File: src/rtl/round_ctrl_if.sv
// Signal bundle between the round sequencer and its neighbours (keyboard, tanks, HUD).
// All signals are plain levels sampled every Clk cycle; there is no valid/ready handshake.
interface round_ctrl_if;
  logic       frame_clk;
  logic [7:0] keycode;
  logic       hit_p1;
  logic       hit_p2;
  logic [7:0] keycode_p1;
  logic [7:0] keycode_p2;
  logic       tank_reset;
  logic [3:0] score_p1;
  logic [3:0] score_p2;
  logic [1:0] countdown;
  logic [2:0] state;
  logic [1:0] winner;

  modport master (
    output frame_clk, keycode, hit_p1, hit_p2,
    input  keycode_p1, keycode_p2, tank_reset, score_p1, score_p2,
    input  countdown, state, winner
  );

  modport slave (
    input  frame_clk, keycode, hit_p1, hit_p2,
    output keycode_p1, keycode_p2, tank_reset, score_p1, score_p2,
    output countdown, state, winner
  );
endinterface

File: src/rtl/round_ctrl.sv
// Round sequencer and keyboard arbiter for the two-tank game: countdown, hit
// detection, scoring and winner; the state register doubles as the debug output.
module round_ctrl #(
  parameter logic [3:0] WIN_SCORE    = 4'd5,
  parameter logic [7:0] COUNT_FRAMES = 8'd60,
  parameter logic [7:0] HIT_FRAMES   = 8'd90
) (
  input logic        Clk,
  input logic        Reset_n,
  round_ctrl_if.slave bus
);

  typedef enum logic [2:0] {
    S_IDLE      = 3'd0,
    S_COUNTDOWN = 3'd1,
    S_PLAY      = 3'd2,
    S_HIT       = 3'd3,
    S_GAME_OVER = 3'd4
  } state_t;

  state_t     state_q, state_nxt;
  logic [2:0] frame_sync;
  logic       tick;
  logic [7:0] frame_cnt, frame_nxt, frame_inc;
  logic [1:0] countdown_q, countdown_nxt;
  logic [3:0] score1_q, score1_nxt, score2_q, score2_nxt;
  logic [1:0] winner_q, winner_nxt;
  logic       armed_q, armed_nxt;
  logic [7:0] kp1_q, kp1_nxt, kp2_q, kp2_nxt;
  logic       tank_q, tank_nxt;
  logic       is_start, is_p1_key, is_p2_key;

  // Bits 0/1 synchronise the frame clock, bit 2 holds the previous level for edge detect.
  assign tick      = frame_sync[1] & ~frame_sync[2];
  assign frame_inc = frame_cnt + 8'd1;
  assign is_start  = (bus.keycode == 8'h2C) || (bus.keycode == 8'h28);
  assign is_p1_key = bus.keycode inside {8'h1A, 8'h04, 8'h16, 8'h07, 8'h2C};
  assign is_p2_key = bus.keycode inside {8'h52, 8'h50, 8'h51, 8'h4F, 8'h28};

  always_ff @(posedge Clk or negedge Reset_n) begin
    if (!Reset_n) begin
      state_q     <= S_IDLE;
      frame_sync  <= 3'b000;
      frame_cnt   <= 8'd0;
      countdown_q <= 2'd0;
      score1_q    <= 4'd0;
      score2_q    <= 4'd0;
      winner_q    <= 2'b00;
      armed_q     <= 1'b0;
      kp1_q       <= 8'h00;
      kp2_q       <= 8'h00;
      tank_q      <= 1'b1;
    end else begin
      state_q     <= state_nxt;
      frame_sync  <= {frame_sync[1:0], bus.frame_clk};
      frame_cnt   <= frame_nxt;
      countdown_q <= countdown_nxt;
      score1_q    <= score1_nxt;
      score2_q    <= score2_nxt;
      winner_q    <= winner_nxt;
      armed_q     <= armed_nxt;
      kp1_q       <= kp1_nxt;
      kp2_q       <= kp2_nxt;
      tank_q      <= tank_nxt;
    end
  end

  always_comb begin
    state_nxt     = state_q;
    frame_nxt     = tick ? frame_inc : frame_cnt;
    countdown_nxt = countdown_q;
    score1_nxt    = score1_q;
    score2_nxt    = score2_q;
    winner_nxt    = winner_q;

    case (state_q)
      S_IDLE: begin
        if (armed_q && is_start) begin
          state_nxt     = S_COUNTDOWN;
          countdown_nxt = 2'd3;
          score1_nxt    = 4'd0;
          score2_nxt    = 4'd0;
          winner_nxt    = 2'b00;
        end
      end
      S_COUNTDOWN: begin
        if (tick && frame_inc == COUNT_FRAMES) begin
          frame_nxt = 8'd0;
          if (countdown_q == 2'd1) begin
            state_nxt     = S_PLAY;
            countdown_nxt = 2'd0;
          end else begin
            countdown_nxt = countdown_q - 2'd1;
          end
        end
      end
      S_PLAY: begin
        if (bus.hit_p1 || bus.hit_p2) begin
          state_nxt = S_HIT;
          // A hit on tank 1 scores for player 2 and vice versa.
          if (bus.hit_p1 && score2_q != WIN_SCORE) score2_nxt = score2_q + 4'd1;
          if (bus.hit_p2 && score1_q != WIN_SCORE) score1_nxt = score1_q + 4'd1;
        end
      end
      S_HIT: begin
        if (tick && frame_inc == HIT_FRAMES) begin
          if (score1_q == WIN_SCORE || score2_q == WIN_SCORE) begin
            state_nxt  = S_GAME_OVER;
            winner_nxt = {score2_q == WIN_SCORE, score1_q == WIN_SCORE};
          end else begin
            state_nxt     = S_COUNTDOWN;
            countdown_nxt = 2'd3;
          end
        end
      end
      S_GAME_OVER: begin
        if (armed_q && is_start) state_nxt = S_IDLE;
      end
      default: begin
        state_nxt     = S_IDLE;
        countdown_nxt = 2'd0;
      end
    endcase

    if (state_nxt != state_q) frame_nxt = 8'd0;

    // A start key only counts after the key has been released inside the current state.
    if (state_nxt != state_q)    armed_nxt = 1'b0;
    else if (bus.keycode == 8'h00) armed_nxt = 1'b1;
    else                         armed_nxt = armed_q;

    kp1_nxt  = (state_nxt == S_PLAY && is_p1_key) ? bus.keycode : 8'h00;
    kp2_nxt  = (state_nxt == S_PLAY && is_p2_key) ? bus.keycode : 8'h00;
    tank_nxt = !(state_nxt == S_PLAY || state_nxt == S_HIT);
  end

  assign bus.state      = state_q;
  assign bus.countdown  = countdown_q;
  assign bus.score_p1   = score1_q;
  assign bus.score_p2   = score2_q;
  assign bus.winner     = winner_q;
  assign bus.keycode_p1 = kp1_q;
  assign bus.keycode_p2 = kp2_q;
  assign bus.tank_reset = tank_q;

endmodule

File: src/flat_wrapper.sv
// flat-port wrapper written by rule: the top's interface ports become plain ports
module round_ctrl_flat 
#(
  parameter logic [3:0] WIN_SCORE    = 4'd5,
  parameter logic [7:0] COUNT_FRAMES = 8'd60,
  parameter logic [7:0] HIT_FRAMES   = 8'd90
)
  (Clk, Reset_n, bus_frame_clk, bus_keycode, bus_hit_p1, bus_hit_p2, bus_keycode_p1, bus_keycode_p2, bus_tank_reset, bus_score_p1, bus_score_p2, bus_countdown, bus_state, bus_winner);
  round_ctrl_if bus_i ();
  input logic Clk;
  input logic Reset_n;
  input wire logic [$bits(bus_i.frame_clk)-1:0] bus_frame_clk;
  input wire logic [$bits(bus_i.keycode)-1:0] bus_keycode;
  input wire logic [$bits(bus_i.hit_p1)-1:0] bus_hit_p1;
  input wire logic [$bits(bus_i.hit_p2)-1:0] bus_hit_p2;
  output wire logic [$bits(bus_i.keycode_p1)-1:0] bus_keycode_p1;
  output wire logic [$bits(bus_i.keycode_p2)-1:0] bus_keycode_p2;
  output wire logic [$bits(bus_i.tank_reset)-1:0] bus_tank_reset;
  output wire logic [$bits(bus_i.score_p1)-1:0] bus_score_p1;
  output wire logic [$bits(bus_i.score_p2)-1:0] bus_score_p2;
  output wire logic [$bits(bus_i.countdown)-1:0] bus_countdown;
  output wire logic [$bits(bus_i.state)-1:0] bus_state;
  output wire logic [$bits(bus_i.winner)-1:0] bus_winner;
  assign bus_i.frame_clk = bus_frame_clk;
  assign bus_i.keycode = bus_keycode;
  assign bus_i.hit_p1 = bus_hit_p1;
  assign bus_i.hit_p2 = bus_hit_p2;
  assign bus_keycode_p1 = bus_i.keycode_p1;
  assign bus_keycode_p2 = bus_i.keycode_p2;
  assign bus_tank_reset = bus_i.tank_reset;
  assign bus_score_p1 = bus_i.score_p1;
  assign bus_score_p2 = bus_i.score_p2;
  assign bus_countdown = bus_i.countdown;
  assign bus_state = bus_i.state;
  assign bus_winner = bus_i.winner;
  round_ctrl #(.WIN_SCORE(WIN_SCORE), .COUNT_FRAMES(COUNT_FRAMES), .HIT_FRAMES(HIT_FRAMES)) u_core (.Clk(Clk), .Reset_n(Reset_n), .bus(bus_i));
endmodule
File: config.mk
export PLATFORM = sky130hd
export DESIGN_NAME = round_ctrl_flat
export DESIGN_NICKNAME = d
export VERILOG_FILES = /design/src/rtl/round_ctrl_if.sv /design/src/rtl/round_ctrl.sv /design/src/flat_wrapper.sv
export SDC_FILE = /design/constraint.sdc
export NUM_CORES = 1
export LEC_CHECK = 0
export CELL_PAD_IN_SITES_DETAIL_PLACEMENT = 0
export CELL_PAD_IN_SITES_GLOBAL_PLACEMENT = 1
export CORE_UTILIZATION = 36
export CTS_CLUSTER_DIAMETER = 120
export CTS_CLUSTER_SIZE = 10
export DETAILED_ROUTE_END_ITERATION = 10
export PLACE_DENSITY_LB_ADDON = 0.1
export SKIP_LAST_GASP = 1
export SLEW_MARGIN = 20
export SYNTH_ARGS = -nofsm -noshare
export SYNTH_HDL_FRONTEND = slang
export SYNTH_SLANG_ARGS = --single-unit
File: constraint.sdc
create_clock -name Clk -period 2.4 [get_ports Clk]
set_input_delay 0.48 -clock Clk [delete_from_list [all_inputs] [get_ports Clk]]
set_output_delay 0.48 -clock Clk [all_outputs]
set_load 0.005 [all_outputs]
# Word-level counts from Yosys, hierarchy flattened
# Cells that the tools add are included.
# word_totals
register_bits,44
input_bits,13
output_inout_bits,32
wordCells,107
# op_classes
addsub,4
eq_ne,32
mux,33
bitwise,3
n_reduce_logical,24
# op_table
operator,count
8-bit two-way mux,6
8-bit by 7-bit equality test with 1-bit output (second input constant),5
8-bit by 6-bit equality test with 1-bit output (second input constant),3
3-bit two-way mux,7
4-bit two-way mux,5
8-bit by 3-bit equality test with 1-bit output (second input constant),2
8-bit by 5-bit equality test with 1-bit output (second input constant),2
2-bit two-way mux,8
4-bit case mux with 2 select lines,2
3-bit case mux with 5 select lines,1
2-bit by 1-bit inequality test with 1-bit output (second input constant),7
3-bit by 2-bit equality test with 1-bit output (second input constant),4
4-bit AND reduction,3
5-bit nonzero test,2
4-bit by 1-bit adder with 4-bit output (second input constant),2
8-bit by 1-bit adder with 8-bit output (second input constant),1
4-bit by 3-bit equality test with 1-bit output (second input constant),2
8-bit zero test,1
4-bit by 3-bit inequality test with 1-bit output (second input constant),2
2-bit case mux with 4 select lines,1
1-bit logical AND,7
2-bit nonzero test,3
5-bit AND reduction,1
1-bit logical OR,4
13 further kinds,15

# Logic depth before layout (Yosys ltp)
# logic_depth
ltp_word,8
depth_mapped,9
mapped_depth_nobuf,8

# Worst setup path before layout
# Ideal clock, no wire load.
# synth_path
path_kind,reg2reg
startpoint,register u_core.frame_cnt[0]
endpoint,register u_core.countdown_q[0] (netlist: u_core.bus.countdown[0])
setup_time_ps,125
arrival_ps,2528
required_time_ps,2275
path_slack_ps,-252
stages_incl_launch_ff,9
n_path_buf,1
period_less_slack_ps,2652
path_cell_list,dfrtp_1 -> ha_1 -> buf_2 -> xnor2_1 -> or4_1 -> a211o_2 -> or2_2 -> o21ai_2 -> mux2_2
# synth_between
elab_chain_cells,5
elab_cells_between_ends,8
cone_classes,add/sub: 1; eq/ne: 4; reduce/logical: 3
# synth_rtl
item,line_no,text
"start, declared",round_ctrl.sv:24,"logic [7:0] frame_cnt, frame_nxt, frame_inc;"
"start signal, assigned",round_ctrl.sv:56,frame_cnt <= frame_nxt;
8-bit by 1-bit adder with 8-bit output (*),round_ctrl.sv:35,assign frame_inc = frame_cnt + 8'd1;
8-bit by 6-bit equality test with 1-bit output / 8-bit by 7-bit equality test with 1-bit output (equally long branches),"round_ctrl.sv:87, round_ctrl.sv:106",
"1-bit logical AND, on equally long branches","round_ctrl.sv:87, round_ctrl.sv:106",
2-bit by 1-bit inequality test with 1-bit output (no source line),-,
5-bit AND reduction (no source line) (*),-,
"end signal, assigned",round_ctrl.sv:57,countdown_q <= countdown_nxt;
"end, declared",round_ctrl.sv:25,"logic [1:0] countdown_q, countdown_nxt;"
# Every way passes the cells marked *; elsewhere a longest branch is shown, timed or not.
# A chain may end at the register's enable or synchronous reset.

# Final worst setup path
# Same ends and word-level chain as after synthesis.

==> flow_summary.json <==
{
  "yosys_warnings": 0,
  "reg2reg_depth": 8,
  "yosys_most_used_dff": "dfrtp_1",
  "seqCellArea_sq_mm": 0.00110,
  "clk_pin_slew_worst_paths_ns": 0.08,
  "required_ns": 2.59,
  "io_pins": 45,
  "max_slew.worst_pin.slew_ns": 0.814,
  "async_reset_ff_share_pct": 100,
  "synth.top_cell.area_share_pct": 45.9,
  "track_usage_pct": 17.9,
  "pwr-share-seq_pct": 42.6,
  "seq_area_frac_synth_pct": 47.0,
  "start_util_pct": 37.1,
  "drive_gt1_share_pct": 27.3,
  "final_nets": 361,
  "switching_share_pct": 31.5,
  "cts.path.max_buffers": 2,
  "setup_ws_ns": -0.105,
  "avgSynthCellArea_sq_um": 9.60,
  "place_congestion": 0.797,
  "post-route-period-util_pct": 104,
  "cts_made_buffers": 5,
  "yosysMostFrequentCell": "dfrtp_1",
  "grt_max_degree": 38,
  "regToRegSetupSlack_ns": -0.11,
  "grt_pass1_wl_mm": 9.05,
  "outcome": "finished with violations",
  "synth-edff-count": 0,
  "rsz0062_at_grt": "true",
  "ys_types": 52,
  "hold_class": "in2async",
  "fill_cells": 587,
  "synth_area_leaders": "dfrtp_1 (46%), nand2_1 (4.3%), ha_1 (4.3%)",
  "die_x_microns": 82.7,
  "slew_headroom_pct": 45.7,
  "failed_checks": "negative setup slack",
  "die_area_sq_mm": 0.00684,
  "insertion_delay_ns": 0.29,
  "ys_ff_latch": 44,
  "io_buffers": 44,
  "p_int_mw": 1.50,
  "first_iter_violations": 91,
  "cap_violations": 0,
  "post-place-ws_ns": -0.157,
  "die_h_microns": 82.7,
  "antenna_found_initial": 0,
  "multiInputGateArea_sq_mm": 0.00130,
  "worstSetupPathType": "reg2reg",
  "syn_to_final_growth_pct": 48.9,
  "vias": 2123,
  "r2r-end": "u_core.bus.countdown[0]$_DFFE_PN0P_",
  "synth_area_sq_mm": 0.00234,
  "start_kind": "register",
  "r2r-start": "u_core.frame_cnt[0]$_DFF_PN0_",
  "setup_viol_count_final": 17,
  "pwr-share-comb_pct": 36.1,
  "cp-startpoint": "u_core.frame_cnt[0]$_DFF_PN0_",
  "yosysTopAreaCell": "dfrtp_1",
  "cts_tree": "yes",
  "p_leak_nw": 1.51,
  "power_density_mw_per_mm2": 629,
  "finalCriticalPeriod_ns": 2.51,
  "path_max_fanout": 4,
  "antenna_cells": 0,
  "syn_inst": 244,
  "hold_viol_final": 0,
  "ctsHtreeMaxLevel": 2,
  "crit_arrival_ns": 2.69,
  "viasPerCell": 5.08,
  "drt-pass1-iter-count": 5,
  "cts.sinks": 44,
  "placeableCoreArea_sq_mm": 0.00631,
  "fin_skew_ns": 0.00860,
  "grt_pass1_vias": 1872,
  "max_freq_mhz": 399,
  "synth_top_cells_by_count": "dfrtp_1 (43), nand2_1 (27), nor2_1 (22)",
  "place_hpwl_mm": 4.28,
  "grt-ovfl-total": 0,
  "wire_per_inst_microns": 14.2,
  "wirelength_mm": 5.96,
  "ant_nets": 0,
  "p_clk_share_pct": 21.3,
  "rows": 29,
  "ir_drop_v": 0.000416,
  "cts_root_buffer": "clkbuf_8",
  "endpoint_kind": "register",
  "slew_violations": 0,
  "drc": 0,
  "final_core_utilization_pct": 55.3,
  "worstSetupEndpoint": "u_core.bus.countdown[0]$_DFFE_PN0P_",
  "power_switching_mw": 0.691
}
[area by class of cell]
type                       instances  area share, %
tap                               77           2.76
timing repair buffer              94           23.8
inverter                          17           1.83
sequential                        44           31.7
multi-input combinational        178           37.4
clock buffer                       8           2.58
[per-stage QoR]
step / hold slack (ns) / cells / total power [mW] / cell area, sq um / TNS (ns)
6_report: 0.279 / 418 / 2.20 / 3490 / -0.603
2_1_floorplan: 0.184 / 246 / 1.30 / 2370 / -0.861
3_3_place_gp: 0.339 / 402 / 1.60 / 3170 / -1.67
3_5_place_dp: 0.343 / 402 / 1.61 / 3170 / -1.86
4_1_cts: 0.300 / 413 / 2.10 / 3310 / -0.502
5_1_grt: 0.356 / 418 / 2.34 / 3490 / -1.83
[timing repair]
item,in CTS,in global routing
pin swaps,1,6
gates resized for setup,5,32
setup buffers,3,4
endpoints found under the setup margin,23,29
gates cloned,0,1
hold buffers,0,0
[registers in the layout (all words and copies together) (netlist names)]
register,count
u_core.armed_q,1
u_core.bus.countdown,2
u_core.bus.keycode_p1,8
u_core.bus.keycode_p2,8
u_core.bus.score_p1,4
u_core.bus.score_p2,4
u_core.bus.state,3
u_core.bus.tank_reset,1
u_core.bus.winner,2
u_core.frame_cnt,8
u_core.frame_sync,3
[critical path, stage by stage, from the launching register on]
cell and delay [ns]:
dfrtp_2 0.42, buf_4 0.14, ha_4 0.13, nand4b_1 0.12, or4_4 0.50, a211o_4 0.37, or2_4 0.27, o21ai_4 0.15
mux2_4 0.31
[layout by cell type, fill, tap and decap left out, drive strengths merged, types with 3 or more instances in the layout]
cell type,synthesis,routed
o22ai,3,3
mux2i,4,4
conb,1,3
clkbuf,4,8
or3,3,3
nand4,8,8
ha,8,8
dfrtp,43,43
buf,3,51
xor2,8,8
xnor2,7,7
inv,17,17
nor4,10,10
nor2b,3,3
nand3,6,6
nor3,11,11
o21ai,9,9
a21oi,11,11
nor2,22,22
clkdlybuf4s50,0,43
o211ai,3,3
or4,4,4
nand2,27,27
[routing by layer]
layer  GRT usage, %  wire length [microns]
met5              0                      0
met3           2.97                    189
met1           26.6                   2970
met2           26.1                   2710
met4           6.21                     79
[power groups by stage]
| stage | Clock [mW] | Sequential [mW] | Combinational (mW) |
|---|---|---|---|
| final | 0.468 | 0.935 | 0.793 |
| after global routing | 0.521 | 0.945 | 0.873 |
| after CTS | 0.489 | 0.920 | 0.693 |
| after detailed placement | 0 | 0.937 | 0.672 |
| after global placement | 0 | 0.932 | 0.666 |
| after floorplan | 0 | 0.923 | 0.379 |
[how the worst min path moves through the flow]
stage,start,endpoint,cells after the start
final,Reset_n,u_core.frame_sync[1]$_DFF_PN0_,1
after global routing,Reset_n,u_core.frame_sync[0]$_DFF_PN0_,1
after CTS,Reset_n,u_core.frame_cnt[4]$_DFF_PN0_,1
after detailed placement,u_core.frame_sync[0]$_DFF_PN0_,u_core.frame_sync[1]$_DFF_PN0_,0
after global placement,u_core.frame_sync[0]$_DFF_PN0_,u_core.frame_sync[1]$_DFF_PN0_,0
after floorplan,Reset_n,u_core.armed_q$_DFFE_PN0P_,0
[cell families after synthesis]
family | after synthesis | share of synthesized area, %
mux | 5 | 2.35
buf+inv | 24 | 4.70
xor+xnor | 15 | 5.61
simple gates | 111 | 25.4
other cells | 1 | 0.160
compound gates | 36 | 10.5
flops | 44 | 47.0
fa+ha+maj | 8 | 4.27
(Power assumes the default switching activity.)
